$ cat src/rtl/ex_pipe_if.sv
// Issue/result handshake bundle between the issue stage and ex_pipe.
interface ex_pipe_if #(
    parameter int DATA_W = 32,
    parameter int ADDR_W = 5
);
    logic              in_valid;
    logic              in_ready;
    logic [3:0]        op;
    logic [DATA_W-1:0] rega;
    logic [DATA_W-1:0] regb;
    logic              wr_i;
    logic [ADDR_W-1:0] waddr_i;
    logic              out_valid;
    logic              out_ready;
    logic [DATA_W-1:0] regc_data;
    logic [ADDR_W-1:0] regc_addr;
    logic              regc_wr;

    // Issue stage / result consumer side
    modport master (
        output in_valid, op, rega, regb, wr_i, waddr_i, out_ready,
        input  in_ready, out_valid, regc_data, regc_addr, regc_wr
    );

    // Execution pipe side
    modport slave (
        input  in_valid, op, rega, regb, wr_i, waddr_i, out_ready,
        output in_ready, out_valid, regc_data, regc_addr, regc_wr
    );
endinterface

$ cat src/rtl/ex_pipe.sv
// Single-issue execute stage: one-cycle ALU ops with a registered result
// token, plus iterative MULTU/DIVU that write the HI/LO pair.
//
// state  | meaning
// -------+-----------------------------------------------------------
// IDLE   | accepting ops when the output slot is free or draining
// MUL    | shift-add multiply, one multiplier bit per cycle
// DIV    | restoring divide, one quotient bit per cycle
module ex_pipe #(
    parameter int DATA_W = 32,
    parameter int ADDR_W = 5
) (
    input  logic     clk,
    input  logic     rst,
    ex_pipe_if.slave bus
);
    localparam int SH_W  = $clog2(DATA_W);
    localparam int CNT_W = $clog2(DATA_W + 1);

    localparam logic [3:0] OP_NOP   = 4'd0;
    localparam logic [3:0] OP_ADD   = 4'd1;
    localparam logic [3:0] OP_SUB   = 4'd2;
    localparam logic [3:0] OP_AND   = 4'd3;
    localparam logic [3:0] OP_OR    = 4'd4;
    localparam logic [3:0] OP_XOR   = 4'd5;
    localparam logic [3:0] OP_SLL   = 4'd6;
    localparam logic [3:0] OP_SRL   = 4'd7;
    localparam logic [3:0] OP_SRA   = 4'd8;
    localparam logic [3:0] OP_LUI   = 4'd9;
    localparam logic [3:0] OP_SLT   = 4'd10;
    localparam logic [3:0] OP_SLTU  = 4'd11;
    localparam logic [3:0] OP_MULTU = 4'd12;
    localparam logic [3:0] OP_DIVU  = 4'd13;
    localparam logic [3:0] OP_MFHI  = 4'd14;
    localparam logic [3:0] OP_MFLO  = 4'd15;

    typedef enum logic [1:0] {
        S_IDLE = 2'd0,
        S_MUL  = 2'd1,
        S_DIV  = 2'd2
    } state_t;

    state_t              state_q, state_d;
    logic [CNT_W-1:0]    cnt_q, cnt_d;
    logic [2*DATA_W-1:0] acc_q, acc_d;
    logic [DATA_W-1:0]   opb_q, opb_d;
    logic [DATA_W-1:0]   hi_q, hi_d;
    logic [DATA_W-1:0]   lo_q, lo_d;
    logic                out_valid_q, out_valid_d;
    logic [DATA_W-1:0]   regc_data_q, regc_data_d;
    logic [ADDR_W-1:0]   regc_addr_q, regc_addr_d;
    logic                regc_wr_q, regc_wr_d;

    logic                in_ready;
    logic                accept;
    logic                is_long;
    logic                last_iter;
    logic [DATA_W-1:0]   alu_res;
    logic [SH_W-1:0]     shamt;
    logic [DATA_W:0]     mul_sum;
    logic [DATA_W:0]     div_shifted;
    logic                div_ge;
    logic [DATA_W-1:0]   div_rem;

    // FSM state register; reset also aborts any in-flight MUL/DIV
    always_ff @(posedge clk) begin
        if (rst) begin
            state_q <= S_IDLE;
        end else begin
            state_q <= state_d;
        end
    end

    // FSM next state: long ops enter MUL/DIV, leave on the last iteration
    always_comb begin
        state_d = state_q;
        case (state_q)
            S_IDLE: begin
                if (accept && bus.op == OP_MULTU) begin
                    state_d = S_MUL;
                end else if (accept && bus.op == OP_DIVU) begin
                    state_d = S_DIV;
                end
            end
            S_MUL, S_DIV: begin
                if (cnt_q == CNT_W'(1)) begin
                    state_d = S_IDLE;
                end
            end
            default: state_d = S_IDLE;
        endcase
    end

    // FSM outputs: handshake and iteration control
    always_comb begin
        in_ready  = !rst && (state_q == S_IDLE) && (!out_valid_q || bus.out_ready);
        accept    = bus.in_valid && in_ready;
        is_long   = (bus.op == OP_MULTU) || (bus.op == OP_DIVU);
        last_iter = (state_q != S_IDLE) && (cnt_q == CNT_W'(1));
    end

    // Single-cycle ALU result
    always_comb begin
        shamt   = bus.regb[SH_W-1:0];
        alu_res = '0;
        case (bus.op)
            OP_ADD:  alu_res = bus.rega + bus.regb;
            OP_SUB:  alu_res = bus.rega - bus.regb;
            OP_AND:  alu_res = bus.rega & bus.regb;
            OP_OR:   alu_res = bus.rega | bus.regb;
            OP_XOR:  alu_res = bus.rega ^ bus.regb;
            OP_SLL:  alu_res = bus.rega << shamt;
            OP_SRL:  alu_res = bus.rega >> shamt;
            OP_SRA:  alu_res = DATA_W'($signed(bus.rega) >>> shamt);
            OP_LUI:  alu_res = bus.rega << (DATA_W / 2);
            OP_SLT:  alu_res = {{(DATA_W-1){1'b0}}, $signed(bus.rega) < $signed(bus.regb)};
            OP_SLTU: alu_res = {{(DATA_W-1){1'b0}}, bus.rega < bus.regb};
            OP_MFHI: alu_res = hi_q;
            OP_MFLO: alu_res = lo_q;
            default: alu_res = '0;
        endcase
    end

    // Iterative MUL/DIV datapath sharing one 2*DATA_W work register.
    // MUL: acc = {partial high, remaining multiplier bits}, shifted right.
    // DIV: acc = {remainder, remaining dividend / quotient bits}, shifted left.
    // Divide by zero falls out naturally: every trial succeeds (quotient all
    // ones) and the remainder ends up holding the dividend.
    always_comb begin
        mul_sum     = acc_q[0] ? ({1'b0, acc_q[2*DATA_W-1:DATA_W]} + {1'b0, opb_q})
                               : {1'b0, acc_q[2*DATA_W-1:DATA_W]};
        div_shifted = acc_q[2*DATA_W-1:DATA_W-1];
        div_ge      = div_shifted >= {1'b0, opb_q};
        div_rem     = div_ge ? (div_shifted[DATA_W-1:0] - opb_q) : div_shifted[DATA_W-1:0];

        acc_d = acc_q;
        opb_d = opb_q;
        cnt_d = cnt_q;
        hi_d  = hi_q;
        lo_d  = lo_q;
        if (accept && is_long) begin
            acc_d = {{DATA_W{1'b0}}, bus.rega};
            opb_d = bus.regb;
            cnt_d = CNT_W'(DATA_W);
        end else if (state_q == S_MUL) begin
            acc_d = {mul_sum, acc_q[DATA_W-1:1]};
            cnt_d = cnt_q - CNT_W'(1);
        end else if (state_q == S_DIV) begin
            acc_d = {div_rem, acc_q[DATA_W-2:0], div_ge};
            cnt_d = cnt_q - CNT_W'(1);
        end
        if (last_iter) begin
            hi_d = acc_d[2*DATA_W-1:DATA_W];
            lo_d = acc_d[DATA_W-1:0];
        end
    end

    // Output token: load on short-op acceptance, otherwise drain on out_ready
    always_comb begin
        out_valid_d = out_valid_q;
        regc_data_d = regc_data_q;
        regc_addr_d = regc_addr_q;
        regc_wr_d   = regc_wr_q;
        if (accept && !is_long) begin
            out_valid_d = 1'b1;
            if (bus.op == OP_NOP) begin
                regc_data_d = '0;
                regc_addr_d = '0;
                regc_wr_d   = 1'b0;
            end else begin
                regc_data_d = alu_res;
                regc_addr_d = bus.waddr_i;
                regc_wr_d   = bus.wr_i && (bus.waddr_i != '0);
            end
        end else if (bus.out_ready) begin
            out_valid_d = 1'b0;
        end
    end

    // Datapath and output registers
    always_ff @(posedge clk) begin
        if (rst) begin
            cnt_q       <= '0;
            acc_q       <= '0;
            opb_q       <= '0;
            hi_q        <= '0;
            lo_q        <= '0;
            out_valid_q <= 1'b0;
            regc_data_q <= '0;
            regc_addr_q <= '0;
            regc_wr_q   <= 1'b0;
        end else begin
            cnt_q       <= cnt_d;
            acc_q       <= acc_d;
            opb_q       <= opb_d;
            hi_q        <= hi_d;
            lo_q        <= lo_d;
            out_valid_q <= out_valid_d;
            regc_data_q <= regc_data_d;
            regc_addr_q <= regc_addr_d;
            regc_wr_q   <= regc_wr_d;
        end
    end

    assign bus.in_ready  = in_ready;
    assign bus.out_valid = out_valid_q;
    assign bus.regc_data = regc_data_q;
    assign bus.regc_addr = regc_addr_q;
    assign bus.regc_wr   = regc_wr_q;
endmodule

$ cat src/flat_wrapper.sv
// flat-port wrapper written by rule: the top's interface ports become plain ports
module ex_pipe_flat 
#(
    parameter int DATA_W = 32,
    parameter int ADDR_W = 5
)
  (clk, rst, bus_in_valid, bus_op, bus_rega, bus_regb, bus_wr_i, bus_waddr_i, bus_out_ready, bus_in_ready, bus_out_valid, bus_regc_data, bus_regc_addr, bus_regc_wr);
  ex_pipe_if #(.DATA_W(DATA_W), .ADDR_W(ADDR_W)) bus_i ();
  input  logic clk;
  input  logic rst;
  input wire logic [$bits(bus_i.in_valid)-1:0] bus_in_valid;
  input wire logic [$bits(bus_i.op)-1:0] bus_op;
  input wire logic [$bits(bus_i.rega)-1:0] bus_rega;
  input wire logic [$bits(bus_i.regb)-1:0] bus_regb;
  input wire logic [$bits(bus_i.wr_i)-1:0] bus_wr_i;
  input wire logic [$bits(bus_i.waddr_i)-1:0] bus_waddr_i;
  input wire logic [$bits(bus_i.out_ready)-1:0] bus_out_ready;
  output wire logic [$bits(bus_i.in_ready)-1:0] bus_in_ready;
  output wire logic [$bits(bus_i.out_valid)-1:0] bus_out_valid;
  output wire logic [$bits(bus_i.regc_data)-1:0] bus_regc_data;
  output wire logic [$bits(bus_i.regc_addr)-1:0] bus_regc_addr;
  output wire logic [$bits(bus_i.regc_wr)-1:0] bus_regc_wr;
  assign bus_i.in_valid = bus_in_valid;
  assign bus_i.op = bus_op;
  assign bus_i.rega = bus_rega;
  assign bus_i.regb = bus_regb;
  assign bus_i.wr_i = bus_wr_i;
  assign bus_i.waddr_i = bus_waddr_i;
  assign bus_i.out_ready = bus_out_ready;
  assign bus_in_ready = bus_i.in_ready;
  assign bus_out_valid = bus_i.out_valid;
  assign bus_regc_data = bus_i.regc_data;
  assign bus_regc_addr = bus_i.regc_addr;
  assign bus_regc_wr = bus_i.regc_wr;
  ex_pipe #(.DATA_W(DATA_W), .ADDR_W(ADDR_W)) u_core (.clk(clk), .rst(rst), .bus(bus_i));
endmodule
$ cat config.mk
export PLATFORM = sky130hd
export DESIGN_NAME = ex_pipe_flat
export DESIGN_NICKNAME = d
export VERILOG_FILES = /design/src/rtl/ex_pipe_if.sv /design/src/rtl/ex_pipe.sv /design/src/flat_wrapper.sv
export SDC_FILE = /design/constraint.sdc
export NUM_CORES = 1
export LEC_CHECK = 0
export BUFFER_PORTS_ARGS = -buffer_cell sky130_fd_sc_hd__buf_2
export CAP_MARGIN = 5
export CELL_PAD_IN_SITES_DETAIL_PLACEMENT = 1
export CELL_PAD_IN_SITES_GLOBAL_PLACEMENT = 2
export CORE_MARGIN = 3
export CORE_UTILIZATION = 40
export CTS_CLUSTER_SIZE = 10
export DETAILED_ROUTE_END_ITERATION = 16
export PLACE_DENSITY_LB_ADDON = 0.1
export RECOVER_POWER = 50
export REMOVE_ABC_BUFFERS = 1
export SLEW_MARGIN = 20
export SYNTH_ARGS = -nofsm -noshare
export SYNTH_HDL_FRONTEND = slang
export SYNTH_SLANG_ARGS = --single-unit
$ cat constraint.sdc
create_clock -name clk -period 9.11 [get_ports clk]
set_clock_uncertainty 0.05 [all_clocks]
set_input_delay 1.3665 -clock clk [delete_from_list [all_inputs] [get_ports clk]]
set_output_delay 1.3665 -clock clk [all_outputs]
set_load 0.01 [all_outputs]
==> report_table.html, run 1 <==
<table>
<tr><th>Metric</th><th>Value</th></tr>
<tr><th colspan="2">Logic synthesis</th></tr>
<tr><td>XOR/XNOR Fraction of Synth Area</td><td>2.981%</td></tr>
<tr><td>Portion of synthesized cell area occupied by the leading cell type</td><td>19.87%</td></tr>
<tr><td>Combinational family with the most area after synthesis</td><td>compound AO/OA/AOI/OAI gates</td></tr>
<tr><td>Top_reg_cell synth</td><td>dfxtp_1</td></tr>
<tr><td>Area share of fa/ha/maj cells after synthesis</td><td>11.24%</td></tr>
<tr><td>Multiplexer share of the synthesized area</td><td>8.794%</td></tr>
<tr><td>Post-Synthesis Mean Instance Area</td><td>7.253 um2</td></tr>
<tr><td>Share of synthesized flip-flops with an asynchronous set or reset</td><td>0%</td></tr>
<tr><td>Largest cells by area after synthesis</td><td>dfxtp_1, ha_1, a21oi_1</td></tr>
<tr><td>Gate Count Post-Synth</td><td>2876</td></tr>
<tr><td>Flip-flop and latch count after synthesis</td><td>207</td></tr>
<tr><td>Post-synth EDFFs</td><td>0</td></tr>
<tr><td>Synthesized area</td><td>20860 um2</td></tr>
<tr><td>Basic-gate share of the synthesized area counting and, or, nand and nor cells</td><td>18.48%</td></tr>
<tr><td>Share of the yosys chip area belonging to registers</td><td>19.87%</td></tr>
<tr><td>Compound-cell area share of the yosys netlist</td><td>32.06%</td></tr>
<tr><td>Warning count from the yosys run</td><td>0</td></tr>
<tr><td>Cell type with the highest aggregate area in the netlist</td><td>dfxtp_1</td></tr>
<tr><td>Number of library cell types mapped by synthesis</td><td>98</td></tr>
<tr><th colspan="2">Timing</th></tr>
<tr><td>Unrepaired setup endpoints after global routing</td><td>false</td></tr>
<tr><td>Maximum frequency from static timing analysis</td><td>0.1452 GHz</td></tr>
<tr><td>Transition time of the tightest slew-check pin</td><td>2953 ps</td></tr>
<tr><td>Final setup violation count</td><td>0</td></tr>
<tr><td>Final critical-path setup slack</td><td>2222 ps</td></tr>
<tr><td>Total negative slack for setup checks</td><td>0 ps</td></tr>
<tr><td>Final Critical Period</td><td>6888 ps</td></tr>
<tr><td>Hold Worst Slack</td><td>402.4 ps</td></tr>
<tr><td>Max-slew headroom at the worst pin</td><td>-96.89%</td></tr>
<tr><td>Number of hold violations in the final report</td><td>0</td></tr>
<tr><td>Max-slew violation count</td><td>206</td></tr>
<tr><td>Final critical-path share of the clock period</td><td>75.61%</td></tr>
<tr><th colspan="2">Routing</th></tr>
<tr><td>Starting DRC count in detailed routing</td><td>1569</td></tr>
<tr><td>Antenna violation net count after detailed routing</td><td>0</td></tr>
<tr><td>Routed len/inst</td><td>26.82 um</td></tr>
<tr><td>Via count of the routed design</td><td>22505</td></tr>
<tr><td>DR vias/cell</td><td>6.332</td></tr>
<tr><td>Post-Route WL</td><td>95340 um</td></tr>
<tr><td>Detailed-route DRC error count</td><td>0</td></tr>
<tr><td>Detailed-router iteration count before antenna repair</td><td>5</td></tr>
<tr><th colspan="2">Layout</th></tr>
<tr><td>Count of filler cells inserted in the layout</td><td>6447</td></tr>
<tr><td>Layout overhead on the synthesized area</td><td>9.111%</td></tr>
<tr><td>Number of antenna cells inserted</td><td>0</td></tr>
<tr><td>Filler-free cell count of the finished design</td><td>3554</td></tr>
<tr><td>Commonest non-fill, non-tap cells in the layout</td><td>nor2_1, a21oi_1, nand2_1</td></tr>
<tr><td>Net count, final</td><td>3123</td></tr>
<tr><td>Sequential Area</td><td>4144 um2</td></tr>
<tr><td>Layout cells sized above 1</td><td>8.907%</td></tr>
<tr><td>Final Util</td><td>44.27%</td></tr>
<tr><td>Multi-input gate area</td><td>15410 um2</td></tr>
<tr><td>Most common library cell in the layout ignoring fill and taps</td><td>nor2_1</td></tr>
<tr><td>Finished Cell Area</td><td>22760 um2</td></tr>
<tr><th colspan="2">Setup path</th></tr>
<tr><td>Cell family contributing the most delay on the critical path</td><td>buffers and inverters</td></tr>
<tr><td>Crit path max-delay cell type</td><td>clkbuf_1</td></tr>
<tr><td>Critical setup path kind</td><td>in -&gt; reg</td></tr>
<tr><td>Data required time at the worst endpoint</td><td>9540 ps</td></tr>
<tr><td>Kind of launch point of the worst setup path</td><td>input port</td></tr>
<tr><td>Kind of end point of the critical path</td><td>flip-flop</td></tr>
<tr><td>Worst path depth</td><td>8</td></tr>
<tr><td>Cell type with the highest occurrence count on the critical path</td><td>clkbuf_1</td></tr>
<tr><td>CP arrival</td><td>7320 ps</td></tr>
<tr><td>Critical path startpoint</td><td>rst</td></tr>
<tr><td>Critical path fanouts, max</td><td>49</td></tr>
<tr><td>Longest individual stage delay on the worst path</td><td>2040 ps</td></tr>
<tr><td>Cell-by-cell listing of the critical path</td><td>clkbuf_1 -&gt; nor3b_1 -&gt; nand2_1 -&gt; or3_1 -&gt; clkbuf_1 -&gt; nand2b_1 -&gt; clkbuf_1 -&gt; a211oi_1</td></tr>
<tr><td>Launch instance of the worst register-to-register path</td><td>u_core.state_q[0]$_SDFFE_PP0P_</td></tr>
<tr><td>Crit path buffers/inverters</td><td>3</td></tr>
<tr><td>Number of cells on the worst reg-to-reg path</td><td>12</td></tr>
<tr><th colspan="2">Global routing</th></tr>
<tr><td>Number of antenna violations at the first check in global routing</td><td>1</td></tr>
<tr><td>Global-route total usage across every layer</td><td>33.69%</td></tr>
<tr><td>Largest net degree at the start of global routing</td><td>74</td></tr>
<tr><td>Wire length of the first global-routing pass</td><td>141600 um</td></tr>
<tr><td>GRT overflow</td><td>0</td></tr>
<tr><td>Via count of the first global-routing pass</td><td>22242</td></tr>
<tr><th colspan="2">Placed design</th></tr>
<tr><td>Port-buffer cells</td><td>117</td></tr>
<tr><td>Total placed instance area</td><td>21870 um2</td></tr>
<tr><td>Count of placed standard cells including taps</td><td>3509</td></tr>
<tr><td>Final weighted congestion in routability-driven placement</td><td>0.9938</td></tr>
<tr><td>Post-Place Setup Slack</td><td>3353 ps</td></tr>
<tr><td>HPWL after detailed placement</td><td>72210 um</td></tr>
<tr><th colspan="2">Clock network</th></tr>
<tr><td>CTS buffer count</td><td>29</td></tr>
<tr><td>Clock transition time at the flip-flop clock pins of the worst setup and hold paths</td><td>60 ps</td></tr>
<tr><td>Post-CTS Setup Inserts</td><td>0</td></tr>
<tr><td>Total clock sinks</td><td>207</td></tr>
<tr><td>Clock tree from TritonCTS</td><td>built</td></tr>
<tr><td>Count of hold buffers inserted by post-cts repair</td><td>0</td></tr>
<tr><td>Maximum buffer depth of the clock tree</td><td>3</td></tr>
<tr><td>H-tree depth</td><td>1</td></tr>
<tr><td>Clk root buf</td><td>clkbuf_16</td></tr>
<tr><td>Number of cells upsized or downsized after cts</td><td>0</td></tr>
<tr><td>Source-to-sink clock delay at the later pin of the worst-skew pair</td><td>590 ps</td></tr>
<tr><th colspan="2">Power and ir drop</th></tr>
<tr><td>PD cells</td><td>136.6 nW/um2</td></tr>
<tr><td>Leakage Power</td><td>9.300 nW</td></tr>
<tr><td>Maximum vdd drop</td><td>0.2058 mV</td></tr>
<tr><td>Final total power</td><td>3.109 mW</td></tr>
<tr><th colspan="2">Die</th></tr>
<tr><td>Core box area</td><td>51410 um2</td></tr>
<tr><td>Vert. Die Dim</td><td>234.4 um</td></tr>
<tr><td>Top-level I/O count</td><td>118</td></tr>
<tr><td>Die X</td><td>234.4 um</td></tr>
<tr><td>Area enclosed by the die boundary</td><td>54920 um2</td></tr>
<tr><td>Placement Rows</td><td>83</td></tr>
<tr><td>Starting density of the core</td><td>40.58%</td></tr>
<tr><th colspan="2">Outcome</th></tr>
<tr><td>Violated checks</td><td>capacitance limit, slew limit</td></tr>
<tr><td>Outcome</td><td>finished with violations</td></tr>
<tr><th colspan="2">Hold path</th></tr>
<tr><td>Hold Startpoint</td><td>u_core.bus.regc_data[3]$_SDFFE_PP0P_</td></tr>
<tr><td>Kind of path behind the tightest hold check</td><td>reg -&gt; reg</td></tr>
<tr><td>Number of instances on the worst hold path</td><td>2</td></tr>
<tr><th colspan="2">Job</th></tr>
<tr><td>Max Cap Violations</td><td>5</td></tr>
</table>
state kept, by name, indices dropped and copies added, names as in the netlist:
name	count
u_core.acc_q	64
u_core.bus.out_valid	1
u_core.bus.regc_addr	5
u_core.bus.regc_data	32
u_core.bus.regc_wr	1
u_core.cnt_q	6
u_core.hi_q	32
u_core.lo_q	32
u_core.opb_q	32
u_core.state_q	2
layer usage:
| layer | vias up | GRT usage (%) | routed length [um] |
|---|---|---|---|
| li1 | 10415 | - | - |
| met1 | 11137 | 45.37 | 41860 |
| met2 | 763 | 53.62 | 42740 |
| met3 | 188 | 4.981 | 6128 |
| met4 | 2 | 14.54 | 4607 |
| met5 | - | 0 | 9 |
tightest hold or removal path, delay by kind of cell (launching register included):
family	cells	cell delay [ps]
flip-flops	1	310
AND/OR/NAND/NOR	1	50
AO/OA/AOI/OAI	1	50
final cells by class:
class / instances / area share, %
clock buffers: 31 / 3.310
clock inverters: 14 / 0.9511
inverters: 147 / 2.424
multi-input cells: 2316 / 67.72
flip-flops and latches: 207 / 18.21
well taps: 680 / 3.738
repair buffers: 159 / 3.650
worst paths after layout:
path	to	slack, ps
setup / recovery	u_core.cnt_q[1]$_SDFFE_PP0P_	2220
hold / removal	u_core.bus.regc_data[3]$_SDFFE_PP0P_	400
setup reg to reg	u_core.hi_q[15]$_SDFFE_PP0P_	3870
hold reg to reg	u_core.bus.regc_data[3]$_SDFFE_PP0P_	400
report_power, final:
group	internal [mW]	leakage (nW)	switching, mW
clock	0.731	0.480	0.465
sequential	0.927	1.67	0.0246
combinational	0.323	7.15	0.637
total	1.98	9.30	1.13
logic make-up after synthesis:
kind of cell | Yosys count
AO/OA/AOI/OAI | 1013
XOR/XNOR | 71
adder cells (fa/ha/maj) | 185
buffers and inverters | 353
flip-flops | 207
multiplexers | 163
AND/OR/NAND/NOR | 884
cell usage after synthesis (all sizes together), types with 11 or more instances:
cell type / instances
a2111oi: 11
a211oi: 82
a21o: 53
a21oi: 331
a221o: 12
a221oi: 40
a22o: 17
a22oi: 44
a31oi: 24
and3: 20
buf: 57
clkbuf: 149
dfxtp: 207
ha: 181
inv: 146
mux2: 32
mux2i: 118
mux4: 13
nand2: 282
nand2b: 17
nand3: 41
nand4: 20
nor2: 376
nor2b: 22
nor3: 42
o211ai: 33
o21a: 12
o21ai: 184
o21bai: 26
o221ai: 14
o22ai: 14
o31ai: 19
or2: 11
or3: 13
xnor2: 42
xor2: 29
No activity file was read; power rests on OpenSTA's default activity.
==> run 2: changes to the inputs <==
--- a/config.mk
+++ b/config.mk
@@ -10,7 +10,7 @@
 export CELL_PAD_IN_SITES_DETAIL_PLACEMENT = 1
 export CELL_PAD_IN_SITES_GLOBAL_PLACEMENT = 2
 export CORE_MARGIN = 3
-export CORE_UTILIZATION = 40
+export CORE_UTILIZATION = 33
 export CTS_CLUSTER_SIZE = 10
 export DETAILED_ROUTE_END_ITERATION = 16
 export PLACE_DENSITY_LB_ADDON = 0.1
==> constraint.sdc (replaced) <==
create_clock -name clk -period 6.2 [get_ports clk]
set_clock_uncertainty 0.05 [all_clocks]
set_input_delay 0.93 -clock clk [delete_from_list [all_inputs] [get_ports clk]]
set_output_delay 0.93 -clock clk [all_outputs]
set_load 0.01 [all_outputs]
==> run 2 against run 1 <==
The flow still finishes with violations (capacitance limit, slew limit); combinational power increased by 51%; clock power rose by 37%; die area rose by 21%; register-to-register slack got worse by 2200 ps; count of clock-buffer cells in the layout rose by 3; final cell count rose by 4.7%; routed wire length up 6.8%; critical path depth up 4; flip-flop and latch count did not move; first-iteration DRC count increased by 29%; largest power group unchanged.
==> report_table.html, run 2 (synthesized netlist as in run 1, its figures left out) <==
<table>
<tr><th>Metric</th><th>Value</th></tr>
<tr><th colspan="2">Hold path</th></tr>
<tr><td>Kind of path behind the tightest hold check</td><td>reg -&gt; reg</td></tr>
<tr><th colspan="2">Setup path</th></tr>
<tr><td>Longest individual stage delay on the worst path</td><td>670 ps</td></tr>
<tr><td>Kind of end point of the critical path</td><td>flip-flop</td></tr>
<tr><td>Kind of launch point of the worst setup path</td><td>flip-flop</td></tr>
<tr><td>Crit path max-delay cell type</td><td>nor3_1</td></tr>
<tr><td>Data required time at the worst endpoint</td><td>6640 ps</td></tr>
<tr><td>Critical setup path kind</td><td>reg -&gt; reg</td></tr>
<tr><td>Cell-by-cell listing of the critical path</td><td>inv_1 -&gt; ha_1 -&gt; nand4_1 -&gt; nor3_1 -&gt; o311a_1 -&gt; nor3b_2 -&gt; a22oi_2 -&gt; a21oi_4 -&gt; buf_4 -&gt; a2111oi_0 -&gt; o21bai_1 -&gt; a22o_1</td></tr>
<tr><td>Critical path fanouts, max</td><td>25</td></tr>
<tr><td>CP arrival</td><td>4920 ps</td></tr>
<tr><th colspan="2">Placed design</th></tr>
<tr><td>Total placed instance area</td><td>22150 um2</td></tr>
<tr><td>HPWL after detailed placement</td><td>77870 um</td></tr>
<tr><td>Final weighted congestion in routability-driven placement</td><td>0.9690</td></tr>
<tr><td>Count of placed standard cells including taps</td><td>3675</td></tr>
<tr><td>Port-buffer cells</td><td>117</td></tr>
<tr><th colspan="2">Routing</th></tr>
<tr><td>DR vias/cell</td><td>6.056</td></tr>
<tr><td>Routed len/inst</td><td>27.35 um</td></tr>
<tr><td>Antenna violation net count after detailed routing</td><td>0</td></tr>
<tr><td>Via count of the routed design</td><td>22542</td></tr>
<tr><td>Post-Route WL</td><td>101800 um</td></tr>
<tr><td>Detailed-route DRC error count</td><td>0</td></tr>
<tr><td>Detailed-router iteration count before antenna repair</td><td>7</td></tr>
<tr><td>Starting DRC count in detailed routing</td><td>2024</td></tr>
<tr><th colspan="2">Power and ir drop</th></tr>
<tr><td>Clock share of power</td><td>36.5%</td></tr>
<tr><td>Leakage Power</td><td>9.321 nW</td></tr>
<tr><td>Sw frac</td><td>37.96%</td></tr>
<tr><td>PD cells</td><td>195.2 nW/um2</td></tr>
<tr><td>Maximum vdd drop</td><td>0.1993 mV</td></tr>
<tr><td>Portion of total power attributed to combinational logic</td><td>32.4%</td></tr>
<tr><td>Internal Dissipation</td><td>2.783 mW</td></tr>
<tr><td>Flop pwr share</td><td>31.1%</td></tr>
<tr><td>Switching power</td><td>1.703 mW</td></tr>
<tr><th colspan="2">Job</th></tr>
<tr><td>Max Cap Violations</td><td>2</td></tr>
<tr><th colspan="2">Timing</th></tr>
<tr><td>Final setup violation count</td><td>0</td></tr>
<tr><td>Max-slew violation count</td><td>55</td></tr>
<tr><td>Total negative slack for setup checks</td><td>0 ps</td></tr>
<tr><td>Number of hold violations in the final report</td><td>0</td></tr>
<tr><td>Hold Worst Slack</td><td>404.6 ps</td></tr>
<tr><td>Unrepaired setup endpoints after global routing</td><td>false</td></tr>
<tr><td>Max-slew headroom at the worst pin</td><td>-27.73%</td></tr>
<tr><td>Maximum frequency from static timing analysis</td><td>0.2229 GHz</td></tr>
<tr><td>Final critical-path share of the clock period</td><td>72.37%</td></tr>
<tr><td>Transition time of the tightest slew-check pin</td><td>1916 ps</td></tr>
<tr><td>Final Critical Period</td><td>4487 ps</td></tr>
<tr><th colspan="2">Global routing</th></tr>
<tr><td>Via count of the first global-routing pass</td><td>22532</td></tr>
<tr><td>Global-route total usage across every layer</td><td>29.56%</td></tr>
<tr><td>GRT overflow</td><td>0</td></tr>
<tr><td>Largest net degree at the start of global routing</td><td>101</td></tr>
<tr><td>Wire length of the first global-routing pass</td><td>150300 um</td></tr>
<tr><td>Number of antenna violations at the first check in global routing</td><td>1</td></tr>
<tr><th colspan="2">Clock network</th></tr>
<tr><td>H-tree depth</td><td>1</td></tr>
<tr><td>CTS buffer count</td><td>28</td></tr>
<tr><td>Source-to-sink clock delay at the later pin of the worst-skew pair</td><td>600 ps</td></tr>
<tr><td>Maximum buffer depth of the clock tree</td><td>3</td></tr>
<tr><td>Total clock sinks</td><td>207</td></tr>
<tr><td>Clock tree from TritonCTS</td><td>built</td></tr>
<tr><td>Count of hold buffers inserted by post-cts repair</td><td>0</td></tr>
<tr><td>Number of cells upsized or downsized after cts</td><td>0</td></tr>
<tr><td>Post-CTS Setup Inserts</td><td>0</td></tr>
<tr><td>Clk root buf</td><td>clkbuf_16</td></tr>
<tr><td>Clock transition time at the flip-flop clock pins of the worst setup and hold paths</td><td>60 ps</td></tr>
<tr><th colspan="2">Layout</th></tr>
<tr><td>Net count, final</td><td>3131</td></tr>
<tr><td>Register bank with the most flops</td><td>u_core.acc_q</td></tr>
<tr><td>Layout overhead on the synthesized area</td><td>10.18%</td></tr>
<tr><td>Finished Cell Area</td><td>22980 um2</td></tr>
<tr><td>Final Util</td><td>36.97%</td></tr>
<tr><td>Number of flip-flops under the largest register name</td><td>64</td></tr>
<tr><td>Commonest non-fill, non-tap cells in the layout</td><td>nor2_1, a21oi_1, nand2_1</td></tr>
<tr><td>Most common library cell in the layout ignoring fill and taps</td><td>nor2_1</td></tr>
<tr><td>Layout cells sized above 1</td><td>9.230%</td></tr>
<tr><td>Filler-free cell count of the finished design</td><td>3722</td></tr>
<tr><th colspan="2">Die</th></tr>
<tr><td>Core box area</td><td>62170 um2</td></tr>
<tr><td>Vert. Die Dim</td><td>257.4 um</td></tr>
<tr><td>Top-level I/O count</td><td>118</td></tr>
<tr><td>Die X</td><td>257.4 um</td></tr>
<tr><td>Starting density of the core</td><td>33.55%</td></tr>
<tr><td>Placement Rows</td><td>91</td></tr>
<tr><td>Area enclosed by the die boundary</td><td>66260 um2</td></tr>
<tr><th colspan="2">Outcome</th></tr>
<tr><td>Violated checks</td><td>capacitance limit, slew limit</td></tr>
<tr><td>Outcome</td><td>finished with violations</td></tr>
</table>
run 2: worst paths after layout:
check,endpoint,start,cells past startpoint,slack [ps]
worst min register to register,u_core.bus.regc_data[15]$_SDFFE_PP0P_,u_core.bus.regc_data[15]$_SDFFE_PP0P_,2,400
worst min-delay path,u_core.bus.regc_data[15]$_SDFFE_PP0P_,u_core.bus.regc_data[15]$_SDFFE_PP0P_,2,400
worst max-delay path,u_core.hi_q[31]$_SDFFE_PP0P_,u_core.opb_q[10]$_SDFFE_PP0P_,12,1710
worst max register to register,u_core.hi_q[31]$_SDFFE_PP0P_,u_core.opb_q[10]$_SDFFE_PP0P_,12,1710
run 2: power groups by stage:
stage               Clock (mW)  Sequential (mW)  Combinational [mW]
finish                    1.64             1.39                1.45
global route              1.74             1.40                1.56
CTS                       1.68             1.39                1.44
detailed placement           0             1.42                1.44
global placement             0             1.42                1.42
floorplan                    0             1.42               0.850
run 2: cell type report:
class,count,area (um2)
Timing Repair Buffer,168,928.4
Fill cell,7785,39190
Multi-Input combinational cell,2316,15420
Inverter,147,551.8
Sequential cell,207,4145
Tap cell,837,1047
Clock buffer,34,753.2
Clock inverter,10,131.4
Antenna cell,3,7.507
run 2: worst max-delay path: cells and delay by family (launching register included):
kind	cells	cell delay, ps
AO/OA/AOI/OAI	6	2010
AND/OR/NAND/NOR	3	1040
flip-flops	1	470
buffers and inverters	2	410
adder cells (fa/ha/maj)	1	400
run 2: metrics by stage:
step | total power [mW] | setup slack (ps)
2_1_floorplan | 2.271 | -2229
3_3_place_gp | 2.845 | 1557
3_5_place_dp | 2.857 | 1469
4_1_cts | 4.513 | 1765
5_1_grt | 4.696 | 1476
6_report | 4.486 | 1713
run 2: per-layer routing:
layer / up-vias / track usage, % / share of wire, %
li1: 10426 / - / -
met1: 11338 / 40.56 / 46
met2: 635 / 48.28 / 45
met3: 143 / 3.139 / 5.2
met4: 0 / 10.05 / 3.9
met5: - / 0 / 0
